==> src/rtl/pic_host_sequencer.sv <==
// Host-side bus master that turns write/read/int-ack commands into 8259 pin cycles.
// Latency: write/read busy SETUP+PULSE+1 cycles, int-ack busy 2*PULSE+GAP+1 cycles.
// Backpressure: cmd_ready_o only in IDLE; commands presented while busy are not taken.
module pic_host_sequencer #(
    parameter int SETUP_CYCLES = 1,
    parameter int PULSE_CYCLES = 2,
    parameter int GAP_CYCLES   = 1
) (
    input  logic       clk_i,
    input  logic       reset_i,
    input  logic       cmd_valid_i,
    output logic       cmd_ready_o,
    input  logic [1:0] cmd_op_i,
    input  logic       cmd_a0_i,
    input  logic [7:0] cmd_data_i,
    output logic       rsp_valid_o,
    output logic [7:0] rsp_data_o,
    output logic       chip_select_o,
    output logic       write_flag_o,
    output logic       read_flag_o,
    output logic       A0_o,
    output logic       INTA_o,
    output logic [7:0] data_out_o,
    output logic       data_oe_o,
    input  logic [7:0] data_in_i,
    input  logic       INT_i,
    output logic       int_pending_o
);

    localparam logic [1:0] OP_WRITE = 2'b00;
    localparam logic [1:0] OP_READ  = 2'b01;
    localparam logic [1:0] OP_INTA  = 2'b10;

    localparam logic [7:0] SETUP_LAST = 8'(SETUP_CYCLES - 1);
    localparam logic [7:0] PULSE_LAST = 8'(PULSE_CYCLES - 1);
    localparam logic [7:0] GAP_LAST   = 8'(GAP_CYCLES - 1);

    typedef enum logic [2:0] {
        S_IDLE,
        S_SETUP,
        S_STROBE,
        S_HOLD,
        S_ACK1,
        S_ACK_GAP,
        S_ACK2,
        S_RESP
    } state_t;

    state_t     state_q, state_d;
    logic [7:0] cnt_q, cnt_d;
    logic [1:0] op_q, op_d;
    logic       a0_q, a0_d;
    logic [7:0] wdat_q, wdat_d;

    // Registered pin/response outputs and their next values.
    logic       cmd_ready_q, cmd_ready_d;
    logic       rsp_valid_q, rsp_valid_d;
    logic [7:0] rsp_data_q, rsp_data_d;
    logic       cs_q, cs_d;
    logic       wr_q, wr_d;
    logic       rd_q, rd_d;
    logic       a0_pin_q, a0_pin_d;
    logic       inta_q, inta_d;
    logic [7:0] dout_q, dout_d;
    logic       oe_q, oe_d;
    logic       int_meta_q, int_sync_q;

    logic       access;
    logic       is_wr;
    logic       is_rd;

    // State register: FSM state, phase counter and the command latched at acceptance.
    always_ff @(posedge clk_i) begin
        if (reset_i) begin
            state_q <= S_IDLE;
            cnt_q   <= '0;
            op_q    <= '0;
            a0_q    <= 1'b0;
            wdat_q  <= '0;
        end else begin
            state_q <= state_d;
            cnt_q   <= cnt_d;
            op_q    <= op_d;
            a0_q    <= a0_d;
            wdat_q  <= wdat_d;
        end
    end

    // Next-state logic: each timed phase runs its counter to the last cycle, then advances.
    always_comb begin
        state_d = state_q;
        cnt_d   = cnt_q;
        op_d    = op_q;
        a0_d    = a0_q;
        wdat_d  = wdat_q;
        case (state_q)
            S_IDLE: begin
                cnt_d = '0;
                // Ready is high in IDLE, so valid alone means acceptance here.
                if (cmd_valid_i) begin
                    op_d   = cmd_op_i;
                    a0_d   = cmd_a0_i;
                    wdat_d = cmd_data_i;
                    case (cmd_op_i)
                        OP_WRITE, OP_READ: state_d = S_SETUP;
                        OP_INTA:           state_d = S_ACK1;
                        default:           state_d = S_IDLE; // reserved op is swallowed
                    endcase
                end
            end
            S_SETUP: begin
                if (cnt_q == SETUP_LAST) begin
                    state_d = S_STROBE;
                    cnt_d   = '0;
                end else begin
                    cnt_d = cnt_q + 8'd1;
                end
            end
            S_STROBE: begin
                if (cnt_q == PULSE_LAST) begin
                    state_d = S_HOLD;
                    cnt_d   = '0;
                end else begin
                    cnt_d = cnt_q + 8'd1;
                end
            end
            S_HOLD: begin
                state_d = S_IDLE;
            end
            S_ACK1: begin
                if (cnt_q == PULSE_LAST) begin
                    state_d = S_ACK_GAP;
                    cnt_d   = '0;
                end else begin
                    cnt_d = cnt_q + 8'd1;
                end
            end
            S_ACK_GAP: begin
                if (cnt_q == GAP_LAST) begin
                    state_d = S_ACK2;
                    cnt_d   = '0;
                end else begin
                    cnt_d = cnt_q + 8'd1;
                end
            end
            S_ACK2: begin
                if (cnt_q == PULSE_LAST) begin
                    state_d = S_RESP;
                    cnt_d   = '0;
                end else begin
                    cnt_d = cnt_q + 8'd1;
                end
            end
            S_RESP: begin
                state_d = S_IDLE;
            end
            default: begin
                state_d = S_IDLE;
                cnt_d   = '0;
            end
        endcase
    end

    // Output logic: pins are decoded from the next state so the registered copy lines up
    // with state_q and every strobe toggles exactly once per pulse with no glitches.
    always_comb begin
        access      = (state_d == S_SETUP) || (state_d == S_STROBE) || (state_d == S_HOLD);
        is_wr       = (op_d == OP_WRITE);
        is_rd       = (op_d == OP_READ);
        cmd_ready_d = (state_d == S_IDLE);
        cs_d        = !access;
        wr_d        = !((state_d == S_STROBE) && is_wr);
        rd_d        = !((state_d == S_STROBE) && is_rd);
        inta_d      = !((state_d == S_ACK1) || (state_d == S_ACK2));
        a0_pin_d    = access ? a0_d : 1'b0;
        oe_d        = access && is_wr;
        dout_d      = (access && is_wr) ? wdat_d : 8'h00;
        // HOLD and RESP last one cycle, so entering them yields a single-cycle pulse and
        // data_in is captured on the final strobe cycle.
        rsp_valid_d = ((state_d == S_HOLD) && is_rd) || (state_d == S_RESP);
        rsp_data_d  = rsp_valid_d ? data_in_i : rsp_data_q;
    end

    // Output registers with their reset (idle-bus) values.
    always_ff @(posedge clk_i) begin
        if (reset_i) begin
            cmd_ready_q <= 1'b1;
            rsp_valid_q <= 1'b0;
            rsp_data_q  <= '0;
            cs_q        <= 1'b1;
            wr_q        <= 1'b1;
            rd_q        <= 1'b1;
            a0_pin_q    <= 1'b0;
            inta_q      <= 1'b1;
            dout_q      <= '0;
            oe_q        <= 1'b0;
        end else begin
            cmd_ready_q <= cmd_ready_d;
            rsp_valid_q <= rsp_valid_d;
            rsp_data_q  <= rsp_data_d;
            cs_q        <= cs_d;
            wr_q        <= wr_d;
            rd_q        <= rd_d;
            a0_pin_q    <= a0_pin_d;
            inta_q      <= inta_d;
            dout_q      <= dout_d;
            oe_q        <= oe_d;
        end
    end

    // Two-flop synchroniser for the asynchronous PIC interrupt line.
    always_ff @(posedge clk_i) begin
        if (reset_i) begin
            int_meta_q <= 1'b0;
            int_sync_q <= 1'b0;
        end else begin
            int_meta_q <= INT_i;
            int_sync_q <= int_meta_q;
        end
    end

    assign cmd_ready_o   = cmd_ready_q;
    assign rsp_valid_o   = rsp_valid_q;
    assign rsp_data_o    = rsp_data_q;
    assign chip_select_o = cs_q;
    assign write_flag_o  = wr_q;
    assign read_flag_o   = rd_q;
    assign A0_o          = a0_pin_q;
    assign INTA_o        = inta_q;
    assign data_out_o    = dout_q;
    assign data_oe_o     = oe_q;
    assign int_pending_o = int_sync_q;

endmodule

==> config.mk <==
export PLATFORM = sky130hd
export DESIGN_NAME = pic_host_sequencer
export DESIGN_NICKNAME = d
export VERILOG_FILES = /design/src/rtl/pic_host_sequencer.sv
export SDC_FILE = /design/constraint.sdc
export NUM_CORES = 1
export LEC_CHECK = 0
export CORE_UTILIZATION = 40
export CTS_CLUSTER_DIAMETER = 80
export DETAILED_ROUTE_END_ITERATION = 8
export PLACE_DENSITY_LB_ADDON = 0.2
export SKIP_LAST_GASP = 1
export SYNTH_ARGS = -nofsm -noshare
export SYNTH_HDL_FRONTEND = slang
export SYNTH_SLANG_ARGS = --single-unit
==> constraint.sdc <==
create_clock -name clk_i -period 2.35 [get_ports clk_i]
set_clock_uncertainty 0.2 [all_clocks]
set_input_delay 0.235 -clock clk_i [delete_from_list [all_inputs] [get_ports clk_i]]
set_output_delay 0.235 -clock clk_i [all_outputs]
set_load 0.1 [all_outputs]
* After elaboration in Yosys (flattened, before gate mapping)
Index checks and enable logic that the tools add are counted.
Cells by class: equal/unequal tests 17, $add $sub $neg 1, bitwise logic cells 2, reductions and logical operators 24, muxes and demuxes 17
Operators with widths (count):
- $mux 8 | 4
- $pmux 8 s3 | 1
- $eq 3x3->1 const B | 7
- $pmux 3 s7 | 1
- $mux 3 | 6
- $eq 3x2->1 const B | 4
- $reduce_or 2->1 | 5
- $add 8x1->8 const B | 1
- $eq 8x1->1 const B | 1
- $logic_not 8->1 | 1
- $eq 3x1->1 const B | 2
- $logic_not 3->1 | 2
- $pmux 3 s2 | 1
- $eq 2x1->1 const B | 2
- $logic_and 1x1->1 | 4
- $logic_not 1->1 | 4
- $logic_not 2->1 | 2
- $logic_or 1x1->1 | 4
- $mux 2 | 2
- $reduce_bool 3->1 | 1
- $reduce_or 3->1 | 1
- $eq 2x2->1 const B | 1
- $mux 1 | 2
- $not 1->1 | 2
Storage, ports and cells: output and inout bits 25, logic and storage cells 78, bits of input ports 23, register bits after elaboration 48

* Logic depth before layout (Yosys ltp)
Gate-level depths: netlist (run 1).
depth after elaboration 11, depth in mapped cells 7, depth with buffers taken out 6

* Worst setup path before layout (run 1)
Ideal clock, no wire load.
path type flip-flop to flip-flop, start point reg state_q[0], end point reg rsp_data_q[0] (netlist: rsp_data_o[0]), buffers on the path 2, cell stages (with the launch flop) 8, arrival 1546 ps, path slack 532 ps, library setup time 72 ps, data required time 2078 ps, period minus slack after synthesis 1818 ps, path through dfxtp_1 buf_6 nor4b_4 nand2b_1 and3_1 buf_2 nor2_8 mux2i_1
Between the ends: cells in the longest elaborated chain, start to end 6, elaborated cells between the ends (all ways) 22, those cells by class eq/ne (10); mux (8); reduce/logical (4)
RTL lines:
- start, declared | RTL line 49 | state_t state_q, state_d;
- start signal, assigned | RTL line 81 | state_q <= state_d;
- $eq 3x3->1 or $eq 3x2->1 (tied branches) | RTL line 96 | case (state_q)
- $reduce_or 2->1 (no line)
- $pmux 3 s7 | RTL line 96
- $eq 3x2->1 | RTL line 180 | rsp_valid_d = ((state_d == S_HOLD) && is_rd) || (state_d == S_RESP);
- $logic_and 1x1->1 | RTL line 180
- $logic_or 1x1->1 * | RTL line 180
- end signal, assigned | RTL line 200 | rsp_data_q <= rsp_data_d;
- end, declared | RTL line 58 | logic [7:0] rsp_data_q, rsp_data_d;
Every way passes the cells marked *; elsewhere a longest branch is shown, timed or not. A chain may end at the register's enable or synchronous reset.

* Final worst setup path (run 1)
start point reg cnt_q[2], end point reg rd_q (netlist: read_flag_o)
Between the ends: cells in the longest elaborated chain, start to end 6, elaborated cells between the ends (all ways) 11, those cells by class eq/ne (2); mux (6); reduce/logical (3)
RTL lines:
- start, declared | RTL line 50 | logic [7:0] cnt_q, cnt_d;
- start signal, assigned | RTL line 82 | cnt_q <= cnt_d;
- $eq 8x1->1 or $logic_not 8->1 (tied branches)
- $mux 3 (on tied branches)
- $pmux 3 s7 * | RTL line 96
- $eq 3x2->1 * | RTL line 173 | rd_d = !((state_d == S_STROBE) && is_rd);
- $logic_and 1x1->1 * | RTL line 173
- $logic_not 1->1 * | RTL line 173
- end signal, assigned | RTL line 203 | rd_q <= rd_d;
- end, declared | RTL line 61 | logic rd_q, rd_d;
Marks and branches as above.

==> results of run 1 <==
-- area by class of cell --
type | count | area share (%)
Inverter | 4 | 0.602
Timing Repair Buffer | 54 | 18.5
Clock buffer | 5 | 2.76
Clock inverter | 3 | 1.91
Multi-Input combinational cell | 127 | 35.1
Sequential cell | 48 | 38.6
Tap cell | 52 | 2.61
-- power groups by stage --
stage	Combinational (uW)	Clock, uW	Sequential (uW)
after floorplan	156	0	990
after global placement	349	0	889
after detailed placement	349	0	889
after CTS	351	618	870
after global routing	370	651	874
final	348	596	870
-- flip-flops by register name (all words and copies together) (netlist names), 2 cells and up --
| name | count |
|---|---|
| data_out_o | 8 |
| op_q | 2 |
| state_q | 3 |
| wdat_q | 8 |
| rsp_data_o | 8 |
| cnt_q | 8 |
-- cells by family (layout without fill, tap and decap cells) --
| kind of cell | Yosys count | in the layout | synth area share, % |
|---|---|---|---|
| mux | 19 | 19 | 9.99 |
| compound gates | 10 | 10 | 5.72 |
| buf+inv | 12 | 66 | 3.61 |
| xor+xnor | 7 | 7 | 3.22 |
| fa+ha+maj | 3 | 3 | 1.97 |
| flops | 48 | 48 | 50.5 |
| simple gates | 88 | 88 | 25.0 |
-- per-stage QoR --
| step | cells | util (%) | power [uW] | cell area, sq um | hold slack, ns |
|---|---|---|---|---|---|
| CTS | 293 | 55.7 | 1840 | 2490 | 0.254 |
| detailed placement | 285 | 53.1 | 1240 | 2380 | 0.223 |
| global placement | 285 | 53.1 | 1240 | 2380 | 0.242 |
| finish | 293 | 55.7 | 1810 | 2490 | 0.255 |
| global route | 293 | 55.7 | 1900 | 2490 | 0.257 |
| floorplan | 187 | - | 1150 | 1900 | 0.137 |
-- critical path, delay by kind of cell, from the launching register on --
family,cells,cell delay (ns)
compound gates,1,0.21
simple gates,4,1.04
flops,1,0.39
-- layout by cell type, fill, tap and decap left out, types with 2 or more instances in the layout --
cell type	count
dfxtp_1	48
nand3_1	2
nor2_1	30
or3_1	2
nand4_1	5
nor2_2	3
and2_2	2
nand2b_1	2
ha_1	3
nand2_1	26
clkdlybuf4s50_1	22
and3_1	2
xnor2_1	3
xor2_1	4
clkinv_4	2
buf_4	32
mux2i_1	19
nor2b_1	4
clkbuf_8	5
inv_1	3
-- routing by layer --
metal | routed length, um | vias up | part of all wire (%)
li1 | - | 727 | -
met1 | 1650 | 646 | 47
met2 | 1710 | 19 | 49
met3 | 113 | 7 | 3.2
met4 | 46 | 0 | 1.3
met5 | 0 | - | 0
-- cell usage after synthesis (all sizes together), types with 2 or more instances --
library cell | count | area share, %
inv | 3 | 0.59
xor2 | 4 | 1.8
nor4b | 2 | 1.7
mux2i | 19 | 10
ha | 3 | 2.0
nand2b | 3 | 1.4
nor2b | 4 | 1.3
xnor2 | 3 | 1.4
nor2 | 34 | 8.0
clkbuf | 3 | 0.59
nand4 | 5 | 1.6
buf | 5 | 2.2
and2 | 2 | 0.79
dfxtp | 48 | 50
or3 | 2 | 0.66
nand3 | 2 | 0.53
nand2 | 26 | 5.1
nor4 | 2 | 1.4
and3 | 2 | 0.66
-- worst max-delay path by stage --
stage	from	to	slack, ns
4_1_cts	cnt_q[2]$_SDFFE_PP0P_	read_flag_o$_SDFF_PP1_	0.38
5_1_grt	cnt_q[2]$_SDFFE_PP0P_	rsp_data_o[4]$_SDFFE_PP0P_	0.20
3_3_place_gp	cmd_valid_i	rsp_data_o[6]$_SDFFE_PP0P_	0.19
2_1_floorplan	state_q[0]$_SDFF_PP0_	rsp_data_o[0]$_SDFFE_PP0P_	0.53
3_5_place_dp	cmd_valid_i	rsp_data_o[4]$_SDFFE_PP0P_	0.13
6_report	cnt_q[2]$_SDFFE_PP0P_	read_flag_o$_SDFF_PP1_	0.39
==> results.yml, run 1 <==
sta:
  fmax_ghz: 0.509
  slew_viol_final: 0
  finalHoldViolCount: 0
  relSlewSlack_pct: 73.9
  period_share_pct: 83.5
  period_needed_ns: 1.96
  rsz0062_at_grt: "no"
  tightest_slew_ns: 0.390
  tns_ns: 0
  setup-violations-final: 0
  setup_slack_ns: 0.387
clock_tree:
  numCtsBuffers: 5
  cts_tree: "yes"
  clk_pin_slew_ns: 0.09
  htreeDepth: 2
  cts_resized: 0
  clk_path_buf_depth: 2
  cts_root_buf: "clkbuf_8"
  clk_latency_ns: 0.30
  clock-sinks: 48
  cts_setup_buffers: 0
  hold_buffers: 0
layout:
  layout-drive-gt1-share_pct: 22.8
  nNetsFinal: 266
  n_antenna_cell: 0
  seq_area_sq_um: 961
  multiInputGateArea_sq_um: 875
  nFillCells: 393
  syn_to_final_growth_pct: 30.9
grt:
  grt_max_degree: 20
  grt_first_pass_wirelength_mm: 5.75
  grt_pass1_vias: 1343
  grt.total_usage_pct: 14.7
  grt_use_met3_pct: 4.27
  antenna_found_initial: 0
  grt_util_met2_pct: 24.9
  grt.overflow.total: 0
  gr-usage-met1_pct: 17.8
  busiest_layer: "met2"
critical_path:
  cpMaxStageDelayCell: "dfxtp_1"
  cp_slowest_stage_delay_ns: 0.39
  cp_max_fo: 5
  cp.arrival_ns: 1.94
  required_ns: 2.32
  r2r.worst_path.cells: 5
  path_cells: "nor4_4 -> a31o_1 -> and3_1 -> and2_2 -> nand4_1"
  r2r_end: "read_flag_o$_SDFF_PP1_"
  critical_path.startpoint_type: "flip-flop"
  r2r-start: "cnt_q[2]$_SDFFE_PP0P_"
  setup.worst_path.class: "reg2reg"
  r2r_slack_ns: 0.39
  cp-end-kind: "flip-flop"
route:
  ant_nets: 0
  drc: 0
  via_per_inst: 4.77
  wl_mm: 3.52
  drt-initial-drc-count: 50
  num_vias: 1399
  first_pass_iters: 4
  wire_per_inst_um: 12.0
yosys:
  ys.flop_type: "dfxtp_1"
  yosysWarnings: 0
  synthArstFlopShare_pct: 0
  yosysUniqueCellTypes: 41
  synth.net_count: 213
  synth_edf_count: 0
  syn_inst: 187
  synth_area_sq_um: 1900
  synth.avg_cell_area_sq_um: 10.2
  ys_ff_latch: 48
  yosysSeqAreaShare_pct: 50.5
min_path:
  hold_depth: 1
  hp-class: "reg2reg"
  min_from: "int_meta_q$_SDFF_PP0_"
  min_to: "int_pending_o$_SDFF_PP0_"
die:
  initial_core_util_pct: 42.6
  die_h_um: 71
  ios: 48
  die_w_um: 71
  coreArea_sq_um: 4470
  core.rowCount: 24
  dieArea_sq_um: 5040
placed_design:
  place_congestion: 0.789
  dp_slack_ns: 0.129
  io_buffers: 47
  dp_hpwl_mm: 2.62
power:
  pwr-share-comb_pct: 19.2
  switching_power_uw: 514
  leakage_uw: 0.00103
  p_int_uw: 1300
  p_sw_share_pct: 28.3
  clkPwrFrac_pct: 32.9
  power_density_nw_per_um2: 728
  power_frac_seq_pct: 48.0
  irDropWorstVdd_mv: 0.426
outcome:
  status: "finished, final reports clean"
run:
  drv_cap: 0
(Power assumes the default switching activity.)
==> run 2: changes to the inputs <==
==> constraint.sdc (replaced) <==
create_clock -name clk_i -period 2.1 [get_ports clk_i]
set_clock_uncertainty 0.2 [all_clocks]
set_input_delay 0.21 -clock clk_i [delete_from_list [all_inputs] [get_ports clk_i]]
set_output_delay 0.21 -clock clk_i [all_outputs]
set_load 0.1 [all_outputs]
==> results.yml, run 2 (synthesized netlist as in run 1, its figures left out) <==
sta:
  tns_ns: 0
  period_share_pct: 92.5
  period_needed_ns: 1.94
  relSlewSlack_pct: 71.4
  tightest_slew_ns: 0.428
  finalHoldViolCount: 0
  fmax_ghz: 0.515
  whs_ns: 0.258
  rsz0062_at_grt: "no"
  slew_viol_final: 0
  setup-violations-final: 0
die:
  die_w_um: 71
  ios: 48
  core.rowCount: 24
  dieArea_sq_um: 5040
  coreArea_sq_um: 4470
  initial_core_util_pct: 42.6
  die_h_um: 71
layout:
  utilization_pct: 56.6
  n_antenna_cell: 0
  syn_to_final_growth_pct: 32.9
  layout_commonest_cell: "dfxtp_1"
  final_cell_mix: "48 x dfxtp_1, 37 x buf_4, 30 x nor2_1"
  stdcell_count: 298
  layout-drive-gt1-share_pct: 24.8
  nNetsFinal: 271
  nFillCells: 404
min_path:
  hp-class: "reg2reg"
placed_design:
  place_congestion: 0.733
  io_buffers: 47
  dp_hpwl_mm: 2.80
  placed_cells_incl_taps: 290
clock_tree:
  numCtsBuffers: 5
  clk_pin_slew_ns: 0.09
  clock-sinks: 48
  cts_root_buf: "clkbuf_8"
  htreeDepth: 2
  clk_latency_ns: 0.29
  cts_tree: "yes"
  cts_setup_buffers: 0
  clk_path_buf_depth: 2
power:
  power_uw: 2020
  pwr-share-comb_pct: 20.0
  clkPwrFrac_pct: 31.9
  power_density_nw_per_um2: 799
  p_sw_share_pct: 28.0
  p_int_uw: 1460
  switching_power_uw: 566
  leakage_uw: 0.00106
  power_frac_seq_pct: 48.1
  irDropWorstVdd_mv: 0.494
grt:
  antenna_found_initial: 0
  grt.total_usage_pct: 16.1
  grt.overflow.total: 0
  grt_first_pass_wirelength_mm: 6.38
  grt_max_degree: 18
  grt_pass1_vias: 1468
route:
  via_per_inst: 4.87
  drc: 0
  ant_nets: 0
  first_pass_iters: 4
  wl_mm: 3.76
  wire_per_inst_um: 12.6
  num_vias: 1452
  drt-initial-drc-count: 76
run:
  drv_cap: 0
critical_path:
  r2r_slack_ns: 0.16
  path_cells: "nor4_4 -> nand4_1 -> and3_1 -> nor2_8 -> mux2i_1"
  setup.worst_path.class: "reg2reg"
  cp.arrival_ns: 1.97
  cp_num_buf_inv: 0
  cpMaxStageDelayCell: "nor4_4"
  cp_slowest_stage_delay_ns: 0.39
  cp-end-kind: "flip-flop"
  cp_max_fo: 8
  critical_path.startpoint_type: "flip-flop"
  cp_top_family: "simple AND/OR/NAND/NOR gates"
  required_ns: 2.13
outcome:
  status: "finished, final reports clean"
## run 2: layout make-up
class,instances,area [sq um],share of cell area (%)
sequential,48,961,38.0
timing repair buffer,59,498,19.7
multi-input combinational,127,881,34.8
tap,52,65.1,2.57
clock inverter,3,42.5,1.68
clock buffer,5,68.8,2.72
inverter,4,15.0,0.593
## run 2: power groups by stage
| stage | clock network, uW | logic, uW | registers (uW) |
|---|---|---|---|
| after global placement | 0 | 401 | 993 |
| after CTS | 667 | 406 | 972 |
| after floorplan | 0 | 174 | 1110 |
| final | 646 | 404 | 973 |
| after global routing | 715 | 433 | 978 |
| after detailed placement | 0 | 404 | 993 |
## run 2: final timing paths
path                    startpoint                         end  cells after the start
max reg2reg  cnt_q[7]$_SDFFE_PP0P_  rsp_data_o[5]$_SDFFE_PP0P_                      5
min          int_meta_q$_SDFF_PP0_    int_pending_o$_SDFF_PP0_                      1
max          cnt_q[7]$_SDFFE_PP0P_  rsp_data_o[5]$_SDFFE_PP0P_                      5
min reg2reg  int_meta_q$_SDFF_PP0_    int_pending_o$_SDFF_PP0_                      1
## run 2: metrics by stage
stage	area [sq um]	worst slack [ns]
finish	2530	0.158
detailed placement	2410	-0.0726
global route	2530	0.0180
floorplan	1900	0.282
CTS	2520	0.142
global placement	2410	-0.00147
## run 2: layer usage
metal / GRT usage, % / vias up / share of wire (%)
li1: - / 735 / -
met1: 20.4 / 693 / 47
met2: 26.9 / 20 / 49
met3: 4.56 / 4 / 3.5
met4: 4.67 / 0 / 0.69
met5: 0 / - / 0
## run 2: repair_timing
action / 4_1_cts / 5_1_grt
gates resized for setup: 0 / 1
hold buffers: 0 / 0
hold endpoints to repair: 0 / 0
endpoints found under the setup margin: 0 / 2
